<file path="src/rtl/serial_attenuator_if.sv">
// Bit-serial I2S stream bundle for the attenuator: framing clocks, shift request, data in/out.
interface serial_attenuator_if #(
  parameter int unsigned max_shift = 8
) ();
  localparam int unsigned ShiftW = $clog2(max_shift + 2);

  logic              bclk;
  logic              lrclk;
  logic [ShiftW-1:0] shift;
  logic              in;
  logic              out;

  // Stream source / consumer side.
  modport master (
    output bclk,
    output lrclk,
    output shift,
    output in,
    input  out
  );

  // Attenuator side.
  modport slave (
    input  bclk,
    input  lrclk,
    input  shift,
    input  in,
    output out
  );
endinterface

</file>
<file path="src/rtl/serial_attenuator.sv">
// Bit-serial arithmetic right shift (attenuation) of MSB-first two's-complement I2S words.
// Zero slot latency: the MSB passes straight through and later slots replay delayed bits.
module serial_attenuator #(
  parameter int unsigned w_word    = 32,
  parameter int unsigned max_shift = 8
) (
  input  logic               clk,
  input  logic               rst,
  serial_attenuator_if.slave bus
);
  localparam int unsigned ShiftW = $clog2(max_shift + 2);
  localparam int unsigned PosW   = $clog2(w_word + 1);

  localparam logic [PosW-1:0]   PosIdle  = PosW'(w_word);
  localparam logic [ShiftW-1:0] ShiftMax = ShiftW'(max_shift);

  logic                 bclk_prev_q, bclk_prev_d;
  logic                 lrclk_prev_q, lrclk_prev_d;
  logic                 armed_q, armed_d;
  logic [PosW-1:0]      pos_q, pos_d;
  logic [ShiftW-1:0]    shift_buf_q, shift_buf_d;
  logic                 sign_q, sign_d;
  logic                 out_reg_q, out_reg_d;
  logic [max_shift-1:0] hist_q, hist_d;
  logic [max_shift:0]   hist_ext;
  logic                 rec_ev, play_ev;
  logic                 hist_sel;

  // bclk edge detection: rise records a bit, fall opens a new output slot.
  always_comb begin
    bclk_prev_d = bus.bclk;
    rec_ev      = ~bclk_prev_q & bus.bclk;
    play_ev     = bclk_prev_q & ~bus.bclk;
  end

  // Word framing: an lrclk change arms, the following slot is the MSB and latches the shift.
  always_comb begin
    lrclk_prev_d = lrclk_prev_q;
    armed_d      = armed_q;
    pos_d        = pos_q;
    shift_buf_d  = shift_buf_q;
    if (play_ev) begin
      lrclk_prev_d = bus.lrclk;
      if (bus.lrclk != lrclk_prev_q) begin
        armed_d = 1'b1;
      end else if (armed_q) begin
        pos_d       = '0;
        armed_d     = 1'b0;
        shift_buf_d = bus.shift;
      end else if (pos_q != PosIdle) begin
        pos_d = pos_q + PosW'(1);
      end
    end
  end

  // Record side: delay line of recent input bits and the sign captured in the MSB slot.
  always_comb begin
    hist_ext = {hist_q, bus.in};
    hist_d   = rec_ev ? hist_ext[max_shift-1:0] : hist_q;
    sign_d   = (rec_ev && (pos_q == '0)) ? bus.in : sign_q;
  end

  // Play side: sign extension for the first shift_buf slots, then the bit delayed by shift_buf.
  always_comb begin
    hist_sel = 1'b0;
    for (int unsigned k = 0; k < max_shift; k++) begin
      if (shift_buf_d == ShiftW'(k + 1)) hist_sel = hist_q[k];
    end
    out_reg_d = out_reg_q;
    if (play_ev) begin
      if ((pos_d == '0) || (pos_d >= PosIdle)) begin
        out_reg_d = 1'b0;
      end else if (pos_d < PosW'(shift_buf_d)) begin
        out_reg_d = sign_q;
      end else begin
        out_reg_d = hist_sel;
      end
    end
  end

  // Output select: bypass, mute, MSB pass-through, or the replayed bit.
  always_comb begin
    if (shift_buf_q == '0) begin
      bus.out = bus.in;
    end else if (shift_buf_q > ShiftMax) begin
      bus.out = 1'b0;
    end else if (pos_q == '0) begin
      bus.out = bus.in;
    end else begin
      bus.out = out_reg_q;
    end
  end

  // State registers with synchronous reset.
  always_ff @(posedge clk) begin
    if (rst) begin
      bclk_prev_q  <= 1'b0;
      lrclk_prev_q <= 1'b0;
      armed_q      <= 1'b0;
      pos_q        <= PosIdle;
      shift_buf_q  <= '0;
      sign_q       <= 1'b0;
      out_reg_q    <= 1'b0;
      hist_q       <= '0;
    end else begin
      bclk_prev_q  <= bclk_prev_d;
      lrclk_prev_q <= lrclk_prev_d;
      armed_q      <= armed_d;
      pos_q        <= pos_d;
      shift_buf_q  <= shift_buf_d;
      sign_q       <= sign_d;
      out_reg_q    <= out_reg_d;
      hist_q       <= hist_d;
    end
  end
endmodule
</file>
<file path="src/flat_wrapper.sv">
// flat-port wrapper written by rule: the top's interface ports become plain ports
module serial_attenuator_flat 
#(
  parameter int unsigned w_word    = 32,
  parameter int unsigned max_shift = 8
)
  (clk, rst, bus_bclk, bus_lrclk, bus_shift, bus_in, bus_out);
  serial_attenuator_if #(.max_shift(max_shift)) bus_i ();
  input  logic clk;
  input  logic rst;
  input wire logic [$bits(bus_i.bclk)-1:0] bus_bclk;
  input wire logic [$bits(bus_i.lrclk)-1:0] bus_lrclk;
  input wire logic [$bits(bus_i.shift)-1:0] bus_shift;
  input wire logic [$bits(bus_i.in)-1:0] bus_in;
  output wire logic [$bits(bus_i.out)-1:0] bus_out;
  assign bus_i.bclk = bus_bclk;
  assign bus_i.lrclk = bus_lrclk;
  assign bus_i.shift = bus_shift;
  assign bus_i.in = bus_in;
  assign bus_out = bus_i.out;
  serial_attenuator #(.w_word(w_word), .max_shift(max_shift)) u_core (.clk(clk), .rst(rst), .bus(bus_i));
endmodule
</file>
<file path="config.mk">
export PLATFORM = sky130hd
export DESIGN_NAME = serial_attenuator_flat
export DESIGN_NICKNAME = d
export VERILOG_FILES = /design/src/rtl/serial_attenuator_if.sv /design/src/rtl/serial_attenuator.sv /design/src/flat_wrapper.sv
export SDC_FILE = /design/constraint.sdc
export NUM_CORES = 1
export LEC_CHECK = 0
export ABC_AREA = 1
export CAP_MARGIN = 10
export CELL_PAD_IN_SITES_DETAIL_PLACEMENT = 1
export CELL_PAD_IN_SITES_GLOBAL_PLACEMENT = 1
export CORE_ASPECT_RATIO = 0.5
export CORE_MARGIN = 2
export CORE_UTILIZATION = 30
export CTS_CLUSTER_DIAMETER = 40
export DETAILED_ROUTE_END_ITERATION = 6
export GPL_ROUTABILITY_DRIVEN = 0
export PLACE_DENSITY = 0.64
export REMOVE_ABC_BUFFERS = 1
export SYNTH_ARGS = -nofsm -noshare
export SYNTH_HDL_FRONTEND = slang
export SYNTH_SLANG_ARGS = --single-unit
</file>
<file path="constraint.sdc">
create_clock -name clk -period 2.3 [get_ports clk]
set_input_delay 0.23 -clock clk [delete_from_list [all_inputs] [get_ports clk]]
set_output_delay 0.23 -clock clk [all_outputs]
set_load 0.02 [all_outputs]
</file>
[Word level (Yosys, flattened, before mapping)]
Cells that the tools add are included.
Word-level totals
  logic and storage cells: 52
  flip-flop bits (word level): 23
Cells by class
  reduce and logical (&&, ||, !) cells: 5
  equality and inequality tests: 10
  add/subtract/negate cells: 1
  order comparisons: 3
  multiplexer cells: 21
  bitwise logic cells: 4
Operator list (number)
  2-to-1 mux 6 bit: 4
  == test 4 x 3 -> 1 bit, second input constant: 4
  2-to-1 mux 1 bit: 14
  zero test 6 bit: 2
  2-to-1 mux 4 bit: 3
  == test 4 x 2 -> 1 bit, second input constant: 2
  adder 6 x 1 -> 6 bit, second input constant: 1
  >= comparator 6 bit, second input constant: 1
  less-than comparator 6 x 4 -> 1 bit: 1
  != test 6 bit, second input constant: 1
  == test 4 x 1 -> 1 bit, second input constant: 1
  == test 4 bit, second input constant: 1
  greater-than comparator 4 bit, second input constant: 1
  zero test 4 bit: 1
  AND 1 bit: 2
  inverter 1 bit: 2
  logical AND 1 bit: 1
  logical OR 1 bit: 1
  != test 1 bit: 1

[Depth between registers and ports, before layout]
  word-level depth: 14
  depth in mapped cells: 17

[Worst setup path after synthesis]
OpenSTA, ideal clock, no wires.
  path kind: register to register
  from: reg u_core.pos_q[0]
  to: reg u_core.out_reg_q
  buffers on the path: 0
  data arrival time: 1.823 ns
  clock period less this slack: 1.936 ns
  slack: 0.364 ns
  stages on the path, launching flop included: 17
  required time: 2.186 ns
  cell sequence: dfxtp_1 > inv_1 > ha_1 > nand2_1 > nor2_1 > o31ai_1 > nand2_1 > inv_1 > ha_1 > a21oi_1 > nand2_1 > nor2_1 > nand3_1 > nand2_1 > inv_1 > nand2_1 > a21oi_2
Between the ends
  cells in the longest elaborated chain, start to end: 8
Ends and longest elaborated chain
  start: declaration: RTL line serial_attenuator.sv:20  | logic [PosW-1:0] pos_q, pos_d;
  start signal: assignment: RTL line serial_attenuator.sv:100  | pos_q <= PosIdle;
  start signal: assignment: RTL line serial_attenuator.sv:109  | pos_q <= pos_d;
  adder 6 x 1 -> 6 bit or != test 6 bit (tied branches): RTL line serial_attenuator.sv:51, serial_attenuator.sv:50
  2-to-1 mux 6 bit (*): RTL line serial_attenuator.sv:50  | end else if (pos_q != PosIdle) begin
  2-to-1 mux 6 bit (*): RTL line serial_attenuator.sv:46  | end else if (armed_q) begin
  2-to-1 mux 6 bit (*): RTL line serial_attenuator.sv:44  | if (bus.lrclk != lrclk_prev_q) begin
  2-to-1 mux 6 bit (*): RTL line serial_attenuator.sv:42  | if (play_ev) begin
  net u_core.pos_d[3]: RTL line serial_attenuator.sv:20
  less-than comparator 6 x 4 -> 1 bit, or another cell as far along: RTL line serial_attenuator.sv:73  | end else if (pos_d < PosW'(shift_buf_d)) begin
  2-to-1 mux 1 bit or logical OR 1 bit (tied branches): RTL line serial_attenuator.sv:73, serial_attenuator.sv:71
  2-to-1 mux 1 bit (*): RTL line serial_attenuator.sv:71  | if ((pos_d == '0) || (pos_d >= PosIdle)) begin
  end signal: assignment: RTL line serial_attenuator.sv:112  | out_reg_q <= out_reg_d;
  end: declaration: RTL line serial_attenuator.sv:23  | logic out_reg_q, out_reg_d;
The timed path passes the listed nets; every way through them passes the cells marked *.
A chain may end at the register's enable or synchronous reset.

[Final worst setup path]
  from: reg u_core.pos_q[0]
  to: out bus_out
Between the ends
  cells in the longest elaborated chain, start to end: 4
Ends and longest elaborated chain
  zero test 6 bit: RTL line serial_attenuator.sv:87  | end else if (pos_q == '0) begin
  2-to-1 mux 1 bit: RTL line serial_attenuator.sv:87
  2-to-1 mux 1 bit: RTL line serial_attenuator.sv:85  | end else if (shift_buf_q > ShiftMax) begin
  2-to-1 mux 1 bit: RTL line serial_attenuator.sv:83  | if (shift_buf_q == '0) begin
  end: declaration: RTL line flat_wrapper.sv:15  | output wire logic [$bits(bus_i.out)-1:0] bus_out;
Every way passes these cells.

==> flow_metrics.tcl <==
set metrics [dict create \
    status "complete, no violations" \
    p_leak_nw 0.901 \
    die_w_um 101 \
    cts_sinks 23 \
    io_buffers 9 \
    ctsRootBufferMaster "clkbuf_8" \
    grt_pass1_wl_um 7000 \
    fin_crit_ns 2.12 \
    dr_wl_met2_um 1730 \
    slew-limit-headroom_pct 71.8 \
    worst_pin_slew_ns 0.419 \
    clk_pin_slew_worst_paths_ns 0.09 \
    path_cells "inv_1, ha_1, nand2_2, nor3_2, buf_4, mux2_2, nand2_1, o21ai_0, clkbuf_2" \
    pwr-share-seq_pct 49.5 \
    wl_met1_um 2140 \
    ys.flop_type "dfxtp_1" \
    drt_iter0_drc 33 \
    drive_gt1_share_pct 24.4 \
    routed_wl_um 3990 \
    coreArea_um2 4450 \
    p_sw_mw 0.257 \
    synth_area_um2 1400 \
    ir_worst_vdd_uv 198 \
    finClkSkew_ns 0.00593 \
    p_int_mw 0.610 \
    finalHoldViolations 0 \
    drv_cap 0 \
    syn_avg_cell_area_um2 6.51 \
    rsz0062_at_grt "true" \
    nets 265 \
    viasPerCell 4.73 \
    grt_util_all_layers_pct 17.3 \
    routed-via-count 1453 \
    dr_wl_met3_um 88 \
    synth_edf_count 0 \
    top_layer_used "met4" \
    critPathTopFamily "buffers and inverters" \
    antenna_found_initial 0 \
    setup_viol 0 \
    max_freq_ghz 0.471 \
    wire_per_inst_um 13.0 \
    ant_nets 0 \
    dp_hpwl_um 3180 \
    switching_share_pct 29.6 \
    maxSlewViolCount 0 \
    post-route-period-util_pct 92.4 \
    grt_max_degree 15 \
    required_ns 2.07 \
    numCtsBuffers 3 \
    firstDrtPassIters 4 \
    hp-start "bus_lrclk" \
    cts_buffer_depth 2 \
    design_area_um2 1830 \
    p_comb_share_pct 18.9 \
    clk-insertion-delay-late_ns 0.27 \
    fin_total_pwr_mw 0.866 \
    start_kind "flop" \
    die_y_um 52.3 \
    syn-instance-count 215 \
    drc 0 \
    h-tree-depth 1 \
    slowest_stage "dfxtp_2" \
    yosysUniqueCellTypes 25 \
    reg2reg_from "u_core.pos_q[0]$_SDFF_PP0_" \
    grt_overflow 0 \
    grt_pass1_vias 1472 \
    start_util_pct 31.5 \
    yosysSeqAreaShare_pct 32.9 \
    ys_warn_count 0 \
    dieArea_um2 5260 \
    antenna_cells 0 \
    cp-end-kind "output port" \
    yosys_register_bits 23 \
    cts_hold_buf 0 \
    p_clk_share_pct 31.7 \
    powerDensity_nw_per_um2 474 \
    placed_area_um2 1730 \
    areaGrowthSynthToFinish_pct 30.7 \
    crit_buf_inv 3 \
    async_flop_share_pct 0 \
    critPathLaunch "u_core.pos_q[0]$_SDFF_PP0_" \
    floorplan.rows 17 \
    cts_tree "yes" \
    io_pins 10 \
    min-delay-path-class "in -> reg" \
    critPathKind "reg -> out" \
    critPathMaxStageDelay_ns 0.34 \
    arrival_ns 1.89 \
    cp_max_fo 3 \
]
==> layer usage <==
metal,track usage [%],vias up
met5,0,-
met4,2.51,0
met3,3.87,4
met2,28.4,13
met1,23.8,693
li1,-,743
==> flip-flops by register name (all words and copies together) (netlist names) <==
signal / flops
u_core.armed_q: 1
u_core.hist_q: 8
u_core.sign_q: 1
u_core.bclk_prev_q: 1
u_core.out_reg_q: 1
u_core.shift_buf_q: 4
u_core.lrclk_prev_q: 1
u_core.pos_q: 6
==> layout by cell type, fill, tap and decap left out, drive strengths merged, types with 3 or more instances in the layout <==
cell type      instances
clkdlybuf4s50          7
nand2                 56
a21oi                 13
nand4                  3
buf                   25
nor2                  41
clkbuf                 4
ha                     5
inv                   33
dfxtp                 23
nand3                 14
o21ai                 16
==> worst min-delay path: cells and delay by family <==
family | cells | cell delay [ns]
buf+inv | 1 | 0.15
compound gates | 2 | 0.21
==> power groups by stage <==
stage               Clock (mW)  Sequential, mW  Combinational [mW]
floorplan                    0           0.433              0.0892
global placement             0           0.437               0.159
detailed placement           0           0.437               0.163
CTS                      0.283           0.428               0.163
global route             0.304           0.431               0.185
finish                   0.274           0.428               0.163
==> per-stage QoR <==
step	util, %	worst slack [ns]	cells	hold WS, ns	setup TNS, ns
6_report	41.1	0.175	307	0.361	0
2_1_floorplan	-	0.364	212	0.292	0
3_5_place_dp	39.0	-0.241	302	0.463	-0.241
3_3_place_gp	39.0	-0.0814	302	0.461	-0.0814
4_1_cts	40.1	0.0142	306	0.479	0
5_1_grt	41.1	-0.0304	307	0.405	-0.0363
==> cell families (layout without fill, tap and decap cells) <==
group,after synthesis,in the layout,share of synthesized area (%)
buffers and inverters,36,71,10.2
AOI/OAI and AO/OA,34,34,14.0
adders and majority gates,5,5,4.47
muxes,1,1,0.805
and+or+nand+nor,116,116,37.7
DFF,23,23,32.9
==> what timing repair did <==
action / CTS / global route
pin swaps: 0 / 4
resized for setup: 1 / 16
buffers inserted: 0 / 1
endpoints found under the setup margin: 1 / 2
==> final timing paths <==
path | endpoint | slack (ns) | cells past startpoint
hold / removal | u_core.lrclk_prev_q$_SDFFE_PP0N_ | 0.36 | 3
setup reg to reg | u_core.out_reg_q$_SDFFE_PP0N_ | 0.18 | 16
hold reg to reg | u_core.hist_q[4]$_SDFFE_PP0P_ | 0.47 | 2
setup / recovery | bus_out | 0.18 | 9
==> Yosys cell counts, types with 2 or more instances <==
master	n	area, µm²
nand3_1	14	70.1
o21ai_0	15	75.1
nand4_1	3	18.8
nand2_2	4	25.0
inv_2	4	15.0
nand2_1	47	176
nor2_1	39	146
dfxtp_1	23	460
inv_1	29	109
nand2_4	5	56.3
nor2_4	2	22.5
a21oi_2	3	26.3
a21oi_1	10	50.1
ha_1	5	62.6
clkbuf_1	2	7.51
==> layout make-up <==
type,instances,area (µm²)
Tap cell,57,71.3
Multi-Input combinational cell,156,832
Timing Repair Buffer,34,288
Clock inverter,1,7.51
Inverter,33,124
Clock buffer,3,41.3
Sequential cell,23,464
Fill cell,580,2620
Power figures use the tool's default switching activity.
